`config.mk`:
```
export PLATFORM = sky130hd
export DESIGN_NAME = jt1943_rom_responder_flat
export DESIGN_NICKNAME = d
export VERILOG_FILES = /design/src/rtl/jt1943_rom_responder_if.sv /design/src/rtl/jt1943_rom_responder.sv /design/src/flat_wrapper.sv
export SDC_FILE = /design/constraint.sdc
export NUM_CORES = 1
export LEC_CHECK = 0
export BUFFER_PORTS_ARGS = -buffer_cell sky130_fd_sc_hd__buf_2
export CORE_UTILIZATION = 35
export DETAILED_ROUTE_END_ITERATION = 8
export GPL_ROUTABILITY_DRIVEN = 0
export GPL_TIMING_DRIVEN = 0
export PLACE_DENSITY = 0.62
export SLEW_MARGIN = 20
export SYNTH_ARGS = -nofsm -noshare
export SYNTH_HDL_FRONTEND = slang
export SYNTH_SLANG_ARGS = --single-unit
```
`constraint.sdc`:
```
create_clock -name clk -period 2 [get_ports clk]
set_clock_uncertainty 0.15 [all_clocks]
set_input_delay 0.4 -clock clk [delete_from_list [all_inputs] [get_ports clk]]
set_output_delay 0.4 -clock clk [all_outputs]
set_load 0.01 [all_outputs]
```
`src/rtl/jt1943_rom_responder_if.sv`:
```
// ---------------------------------------------------------------------------
// jt1943_rom_responder_if
// Bundle of the client-side and memory-side signals of the ROM responder.
//   cen            client clock enable (clients sample we only when cen=1)
//   req0/req1      client read requests (level)
//   addr0/addr1    client byte addresses, bits [1:0] unused
//   we0/we1        data-valid strobes back to each client
//   dout           fetched 32-bit word, shared by both clients
//   mem_rd         memory read request, held until acknowledged
//   mem_addr       16-bit-word address to memory
//   mem_ack        one-cycle acknowledge, mem_data valid with it
//   mem_data       16-bit memory read data
//   busy           responder is not idle
// slave modport: the responder. master modport: the clients plus memory.
// ---------------------------------------------------------------------------
interface jt1943_rom_responder_if #(
  parameter int AW = 18
);
  logic          cen;
  logic          req0;
  logic          req1;
  logic [AW-1:0] addr0;
  logic [AW-1:0] addr1;
  logic          we0;
  logic          we1;
  logic [31:0]   dout;
  logic          mem_rd;
  logic [AW-2:0] mem_addr;
  logic          mem_ack;
  logic [15:0]   mem_data;
  logic          busy;

  modport slave (
    input  cen, req0, req1, addr0, addr1, mem_ack, mem_data,
    output we0, we1, dout, mem_rd, mem_addr, busy
  );

  modport master (
    output cen, req0, req1, addr0, addr1, mem_ack, mem_data,
    input  we0, we1, dout, mem_rd, mem_addr, busy
  );
endinterface

```
`src/rtl/jt1943_rom_responder.sv`:
```
// ---------------------------------------------------------------------------
// jt1943_rom_responder
// Serves 32-bit ROM reads for two clients from a 16-bit memory. A request is
// granted round-robin, the word is fetched as two 16-bit halves (low half
// first), then presented on dout with the granted client's we strobe until
// the client consumes it on a cen-qualified edge.
// Ports:
//   clk   rising-edge clock
//   rst   synchronous active-high reset
//   bus   jt1943_rom_responder_if.slave (client and memory signals)
// All outputs come straight from registers.
// ---------------------------------------------------------------------------
module jt1943_rom_responder #(
  parameter int AW = 18
) (
  input logic                    clk,
  input logic                    rst,
  jt1943_rom_responder_if.slave  bus
);

  typedef enum logic [1:0] {
    IDLE    = 2'd0,
    RD_LO   = 2'd1,
    RD_HI   = 2'd2,
    DELIVER = 2'd3
  } state_t;

  state_t        state_r,    state_s;
  logic [AW-2:0] mem_addr_r, mem_addr_s;
  logic          mem_rd_r,   mem_rd_s;
  logic [31:0]   dout_r,     dout_s;
  logic          we0_r,      we0_s;
  logic          we1_r,      we1_s;
  logic          busy_r,     busy_s;
  // ptr: port preferred on the next contended grant (0 = port 0)
  logic          ptr_r,      ptr_s;
  // port: port owning the fetch in flight
  logic          port_r,     port_s;
  logic          grant_s;
  logic [AW-3:0] addr_sel_s;

  // Byte-lane bits of the client addresses play no part in a word fetch.
  logic unused_addr_lsb_s;
  assign unused_addr_lsb_s = ^{bus.addr0[1:0], bus.addr1[1:0]};

  // Next-state and next-output logic of the fetch sequencer.
  always_comb begin
    state_s    = state_r;
    mem_addr_s = mem_addr_r;
    mem_rd_s   = mem_rd_r;
    dout_s     = dout_r;
    we0_s      = we0_r;
    we1_s      = we1_r;
    ptr_s      = ptr_r;
    port_s     = port_r;
    grant_s    = 1'b0;
    addr_sel_s = bus.addr0[AW-1:2];

    case (state_r)
      IDLE: begin
        // A lone requester wins outright; the pointer only settles contention.
        if (bus.req0 && bus.req1) begin
          grant_s = ptr_r;
        end else if (bus.req1) begin
          grant_s = 1'b1;
        end else begin
          grant_s = 1'b0;
        end

        if (grant_s) begin
          addr_sel_s = bus.addr1[AW-1:2];
        end else begin
          addr_sel_s = bus.addr0[AW-1:2];
        end

        if (bus.req0 || bus.req1) begin
          port_s     = grant_s;
          mem_addr_s = {addr_sel_s, 1'b0};
          mem_rd_s   = 1'b1;
          state_s    = RD_LO;
        end else begin
          mem_rd_s   = 1'b0;
          we0_s      = 1'b0;
          we1_s      = 1'b0;
          state_s    = IDLE;
        end
      end

      RD_LO: begin
        if (bus.mem_ack) begin
          dout_s[15:0]  = bus.mem_data;
          mem_addr_s[0] = 1'b1;
          state_s       = RD_HI;
        end else begin
          state_s       = RD_LO;
        end
      end

      RD_HI: begin
        // Strobe is raised together with the last half so it lines up with
        // the complete word on dout.
        if (bus.mem_ack) begin
          dout_s[31:16] = bus.mem_data;
          mem_rd_s      = 1'b0;
          we0_s         = ~port_r;
          we1_s         = port_r;
          state_s       = DELIVER;
        end else begin
          state_s       = RD_HI;
        end
      end

      DELIVER: begin
        // The client has taken the word once it sees we on a cen edge.
        if (bus.cen) begin
          we0_s   = 1'b0;
          we1_s   = 1'b0;
          ptr_s   = ~port_r;
          state_s = IDLE;
        end else begin
          state_s = DELIVER;
        end
      end

      default: begin
        mem_rd_s = 1'b0;
        we0_s    = 1'b0;
        we1_s    = 1'b0;
        state_s  = IDLE;
      end
    endcase

    busy_s = (state_s != IDLE);
  end

  // State and output registers, cleared by the synchronous reset.
  always_ff @(posedge clk) begin
    if (rst) begin
      state_r    <= IDLE;
      mem_addr_r <= '0;
      mem_rd_r   <= 1'b0;
      dout_r     <= 32'h0000_0000;
      we0_r      <= 1'b0;
      we1_r      <= 1'b0;
      busy_r     <= 1'b0;
      ptr_r      <= 1'b0;
      port_r     <= 1'b0;
    end else begin
      state_r    <= state_s;
      mem_addr_r <= mem_addr_s;
      mem_rd_r   <= mem_rd_s;
      dout_r     <= dout_s;
      we0_r      <= we0_s;
      we1_r      <= we1_s;
      busy_r     <= busy_s;
      ptr_r      <= ptr_s;
      port_r     <= port_s;
    end
  end

  assign bus.mem_addr = mem_addr_r;
  assign bus.mem_rd   = mem_rd_r;
  assign bus.dout     = dout_r;
  assign bus.we0      = we0_r;
  assign bus.we1      = we1_r;
  assign bus.busy     = busy_r;

endmodule

```
`src/flat_wrapper.sv`:
```
// flat-port wrapper written by rule: the top's interface ports become plain ports
module jt1943_rom_responder_flat 
#(
  parameter int AW = 18
)
  (clk, rst, bus_cen, bus_req0, bus_req1, bus_addr0, bus_addr1, bus_mem_ack, bus_mem_data, bus_we0, bus_we1, bus_dout, bus_mem_rd, bus_mem_addr, bus_busy);
  jt1943_rom_responder_if #(.AW(AW)) bus_i ();
  input logic clk;
  input logic rst;
  input wire logic [$bits(bus_i.cen)-1:0] bus_cen;
  input wire logic [$bits(bus_i.req0)-1:0] bus_req0;
  input wire logic [$bits(bus_i.req1)-1:0] bus_req1;
  input wire logic [$bits(bus_i.addr0)-1:0] bus_addr0;
  input wire logic [$bits(bus_i.addr1)-1:0] bus_addr1;
  input wire logic [$bits(bus_i.mem_ack)-1:0] bus_mem_ack;
  input wire logic [$bits(bus_i.mem_data)-1:0] bus_mem_data;
  output wire logic [$bits(bus_i.we0)-1:0] bus_we0;
  output wire logic [$bits(bus_i.we1)-1:0] bus_we1;
  output wire logic [$bits(bus_i.dout)-1:0] bus_dout;
  output wire logic [$bits(bus_i.mem_rd)-1:0] bus_mem_rd;
  output wire logic [$bits(bus_i.mem_addr)-1:0] bus_mem_addr;
  output wire logic [$bits(bus_i.busy)-1:0] bus_busy;
  assign bus_i.cen = bus_cen;
  assign bus_i.req0 = bus_req0;
  assign bus_i.req1 = bus_req1;
  assign bus_i.addr0 = bus_addr0;
  assign bus_i.addr1 = bus_addr1;
  assign bus_i.mem_ack = bus_mem_ack;
  assign bus_i.mem_data = bus_mem_data;
  assign bus_we0 = bus_i.we0;
  assign bus_we1 = bus_i.we1;
  assign bus_dout = bus_i.dout;
  assign bus_mem_rd = bus_i.mem_rd;
  assign bus_mem_addr = bus_i.mem_addr;
  assign bus_busy = bus_i.busy;
  jt1943_rom_responder #(.AW(AW)) u_core (.clk(clk), .rst(rst), .bus(bus_i));
endmodule
```
**After elaboration in Yosys (flattened, before gate mapping)**

Cells that the tools add are included.

- Latch bits: 0
- Input bits: 58
- Memories kept: 0
- Flip-flop bits (word level): 57
- Bits in read-only memories: 0
- Output and inout bits: 53
- Logic and storage cells: 55
- Memory bits (writable): 0

- Bitwise operators: 1
- Shifts and indexed selects: 0
- Divide/modulo/power cells: 0
- Multiplexer cells: 21
- Order comparisons: 0
- Multipliers: 0
- Reductions and logical operators: 14
- $add $sub $neg: 0
- Eq/ne operators: 8

Operators by type and width:

| cell | number |
|---|---|
| $mux 16 | 1 |
| $mux 1 | 13 |
| $reduce_and 2->1 | 5 |
| $ne 2x2->1 const B | 4 |
| $pmux 2 s4 | 1 |
| $pmux 1 s3 | 2 |
| $reduce_bool 2->1 | 3 |
| $eq 2x2->1 const B | 2 |
| $mux 2 | 2 |
| $pmux 1 s2 | 2 |
| $reduce_and 4->1 | 1 |
| $reduce_and 3->1 | 1 |
| $reduce_bool 3->1 | 1 |
| $eq 2x1->1 const B | 1 |
| $logic_not 2->1 | 1 |
| $ne 2x1->1 const B | 1 |
| $logic_and 1x1->1 | 1 |
| $logic_or 1x1->1 | 1 |
| $not 1->1 | 1 |

**Depth between registers and ports, before layout**

- Depth in word-level cells: 4
- Depth in mapped cells: 6
- Mapped depth without buffers: 3

**Least setup slack after synthesis**

OpenSTA, ideal clock, no wires.

- Path kind: in2reg
- Start: in bus_req1
- End: reg u_core.mem_addr_r[10] (netlist: u_core.bus.mem_addr[10])
- Path buffers: 3
- Path slack: 0.464 ns
- Required time: 1.705 ns
- Setup time: 0.145 ns
- Arrival time: 1.241 ns
- Stages: 6
- Path through: buf_4 or2_1 buf_4 buf_6 a21oi_1 a311oi_2

- Longest elaborated chain between the ends: 4
- Elaborated cells on any way between the ends: 7
- Those cells by class: mux (4); reduce/logical (3)

Ends and longest elaborated chain:

| element | RTL line | text |
|---|---|---|
| from (decl) | flat_wrapper.sv:12 | `input wire logic [$bits(bus_i.req1)-1:0] bus_req1;` |
| $mux 1 / $logic_and 1x1->1 (equally long branches) | jt1943_rom_responder.sv:64, jt1943_rom_responder.sv:62 |  |
| $mux 1 | jt1943_rom_responder.sv:62 | `if (bus.req0 && bus.req1) begin` |
| $mux 1 | jt1943_rom_responder.sv:59 | `case (state_r)` |
| $mux 16 | jt1943_rom_responder.sv:70 | `if (grant_s) begin` |
| to (signal assigned) | jt1943_rom_responder.sv:150 | `mem_addr_r <= mem_addr_s;` |
| to (decl) | jt1943_rom_responder.sv:29 | `logic [AW-2:0] mem_addr_r, mem_addr_s;` |

Several ways; a longest one is shown, not always the timed one. The select of a mux whose other input is x is not followed.
A chain may end at the register's enable or synchronous reset.

**Worst setup path in the final report**

- Start: reg u_core.state_r[0]
- End: reg u_core.mem_addr_r[14] (netlist: u_core.bus.mem_addr[14])

- Longest elaborated chain between the ends: 2

Ends and longest elaborated chain:

| element | RTL line | text |
|---|---|---|
| from (decl) | jt1943_rom_responder.sv:28 | `state_t state_r, state_s;` |
| from (signal assigned) | jt1943_rom_responder.sv:149 | `state_r <= state_s;` |
| $logic_not 2->1 | jt1943_rom_responder.sv:59 |  |
| $reduce_and 2->1 (no line) | n/a |  |

No other way between the ends.

==> reports/qor.yml <==
grt:
  antenna_found_initial: 0
  use_met1_pct: 23.52
  gr-usage-met3_pct: 5.310
  grt_start_max_net_pins: 11
  grt_pass1_wl_mm: 10.37
  grt_pass1_vias: 2178
  track_usage_pct: 18.47
  grt_overflow: 0
  grt.met2_usage_pct: 29.34
  busiest_layer: "met2"
critical_path:
  slowest_delay_ns: 0.31
  rrSetupSlack_ns: 0.44
  slowest_stage: "dfxtp_1"
  endpoint: "u_core.bus.mem_addr[14]$_SDFFE_PP0P_"
  cp.arrival_ns: 1.59
  cp-end-kind: "flip-flop"
  cp_top_family: "buffers and inverters"
  cp_cell_sequence: "buf_6 > or2_1 > buf_2 > nor2_8 > buf_8 > a311oi_2"
  r2r_end: "u_core.bus.mem_addr[14]$_SDFFE_PP0P_"
  worstSetupPathType: "reg2reg"
  critPathMaxFanout: 10
  timing.rr.start: "u_core.state_r[0]$_SDFF_PP0_"
  crit_cells: 6
  r2r_cells: 6
  startpoint: "u_core.state_r[0]$_SDFF_PP0_"
  critPathLaunchType: "flip-flop"
  crit_buf_inv: 3
  cp.required_ns: 2.02
layout:
  areaGrowthSynthToFinish_pct: 35.05
  drive_gt1_share_pct: 37.81
  final_nets: 456
  finalNonFillerCells: 479
  diodes: 0
logic_synthesis:
  yosys-top-cells-count: "nand2_1 (70), dfxtp_1 (57), a21oi_1 (56)"
  syn-num-nets: 340
  syn_area_per_cell_um2: 8.457
  synth-edff-count: 0
  synth-seq-cells: 57
  synthFlopType: "dfxtp_1"
  syn_area_mm2: 0.002385
  post-synth-top-count-cell: "nand2_1"
  netlist.top_cell.by_area: "dfxtp_1"
  yosys_warnings: 0
  yosysTopAreaCellShare_pct: 47.85
  synth_cell_types: 28
  synthCells: 282
  ys_async_sr_fraction_pct: 0
  ys_seq_area_share_pct: 47.85
  netlist_top_cells_area: "dfxtp_1 (48%), a21oi_1 (12%), nand2_1 (11%), a311oi_2 (6.3%), nand3_1 (4.0%)"
sta:
  hold_viol: 0
  timing.final.crit_share_pct: 78.24
  slew_viol_final: 0
  rsz0062_at_grt: "no"
  fmaxAchievable_ghz: 0.6391
  fin_crit_ns: 1.565
  worst_slew_pin_slew_ns: 0.7490
  setup_viol: 0
  fin_tns_setup_ns: 0
  slew_headroom_pct: 50.07
clocking:
  clk_pin_slew_ns: 0.06
  cts_root_buf: "clkbuf_8"
  cts_made_buffers: 9
  holdBufCountCts: 0
  htree_levels: 3
  clk_latency_ns: 0.32
  clock-sinks: 57
  cts_buffer_depth: 2
  post_cts_buffers: 0
  cts_resized: 0
  cts_tree: "done"
die:
  die_w_um: 84.55
  rows: 29
  core_area_mm2: 0.006459
  dieArea_mm2: 0.007148
  start_util_pct: 36.92
  dieHeight_um: 84.55
  io_pins: 111
routing:
  first_iter_violations: 110
  drc_errors: 10
  first_pass_iters: 6
  wl_mm: 6.378
  vias: 2377
  wl_per_cell_um: 13.32
  vias_per_cell: 4.962
  drt.antenna.violating_nets: 0
outcome:
  status: "finished with violations"
  violations: "design-rule violations"
place:
  portBuffers: 105
  hpwl_mm: 4.608
  dp_cells: 464
hold_path:
  holdPathStages: 3
  hold_class: "in2reg"
power_and_ir_drop:
  peakVddDrop_mv: 0.3209
  powerDensity_mw_per_mm2: 904.7
  p_leak_nw: 1.403
run:
  drv_cap: 0
-- how the worst min path moves through the flow --
stage                                                 from                               end
final                                      bus_mem_data[8]  u_core.bus.dout[24]$_SDFFE_PP0P_
after global routing                       bus_mem_data[7]  u_core.bus.dout[23]$_SDFFE_PP0P_
after CTS                                  bus_mem_data[8]  u_core.bus.dout[24]$_SDFFE_PP0P_
after detailed placement  u_core.bus.dout[27]$_SDFFE_PP0P_  u_core.bus.dout[27]$_SDFFE_PP0P_
after global placement     u_core.bus.dout[0]$_SDFFE_PP0P_   u_core.bus.dout[0]$_SDFFE_PP0P_
after floorplan                  u_core.ptr_r$_SDFFE_PP0P_         u_core.ptr_r$_SDFFE_PP0P_
-- registers in the layout, indices dropped and copies added, names as in the netlist --
| name | cells |
|---|---|
| u_core.bus.we1 | 1 |
| u_core.ptr_r | 1 |
| u_core.port_r | 1 |
| u_core.state_r | 2 |
| u_core.bus.dout | 32 |
| u_core.bus.mem_rd | 1 |
| u_core.bus.busy | 1 |
| u_core.bus.we0 | 1 |
| u_core.bus.mem_addr | 17 |
-- logic make-up after synthesis --
group	after synthesis	share of synthesized area (%)
simple gates	105	20.46
compound gates	94	25.24
flops	57	47.85
buf+inv	26	6.453
-- power breakdown --
part           switching [mW]  total, mW  internal (mW)
clock network           0.436       1.14          0.703
registers              0.0411       1.26           1.22
logic                   0.295      0.517          0.222
total                   0.772       2.91           2.14
-- through the flow --
step	setup WS [ns]	utilization, %	power (mW)	hold slack (ns)	cell area [um^2]
final	0.4353	49.86	2.914	0.1692	3221
after global placement	0.2557	46.55	1.799	0.2877	3007
after CTS	0.4265	49.86	2.946	0.1553	3221
after global routing	0.2853	49.86	3.070	0.1510	3221
after floorplan	0.4638	-	1.604	0.2900	2385
after detailed placement	0.2463	46.55	1.804	0.2935	3007
-- cell usage in the layout (no fill, tap or decap) --
master / n
nor2b_1: 1
bufinv_16: 1
nand2_1: 70
and3b_1: 2
nand3_1: 19
or2_1: 2
o2111ai_1: 2
o21ai_0: 9
clkinv_2: 1
a31oi_1: 1
buf_4: 5
buf_6: 2
inv_1: 1
or2_2: 1
a21oi_1: 56
clkbuf_8: 13
buf_8: 1
nand3b_2: 1
nor2_4: 1
dfxtp_1: 57
a311oi_2: 10
nor2_2: 1
nand3b_1: 2
clkbuf_1: 8
nor2_1: 1
buf_2: 114
nand2b_1: 2
nor2_8: 1
o21ai_1: 10
a311oi_1: 6
and2b_1: 1
-- routing by layer --
layer	vias up	part of all wire (%)
li1	1218	-
met1	1068	47
met3	6	6.9
met5	-	0
met2	85	45
met4	0	0.85
-- cell type report --
| class | count | area, um^2 |
|---|---|---|
| timing repair buffer | 105 | 525.5 |
| sequential | 57 | 1141 |
| tap | 77 | 96.34 |
| clock buffer | 13 | 178.9 |
| multi-input combinational | 199 | 1090 |
| clock inverter | 2 | 35.03 |
| fill | 661 | 3238 |
| inverter | 1 | 3.754 |
| buffer | 25 | 150.1 |
-- tightest hold or removal path: cells and delay by family --
kind | cells | cell delay (ns)
AOI/OAI and AO/OA | 1 | 0.05
buffers and inverters | 1 | 0.10
and+or+nand+nor | 1 | 0.05
Power figures use the tool's default switching activity.
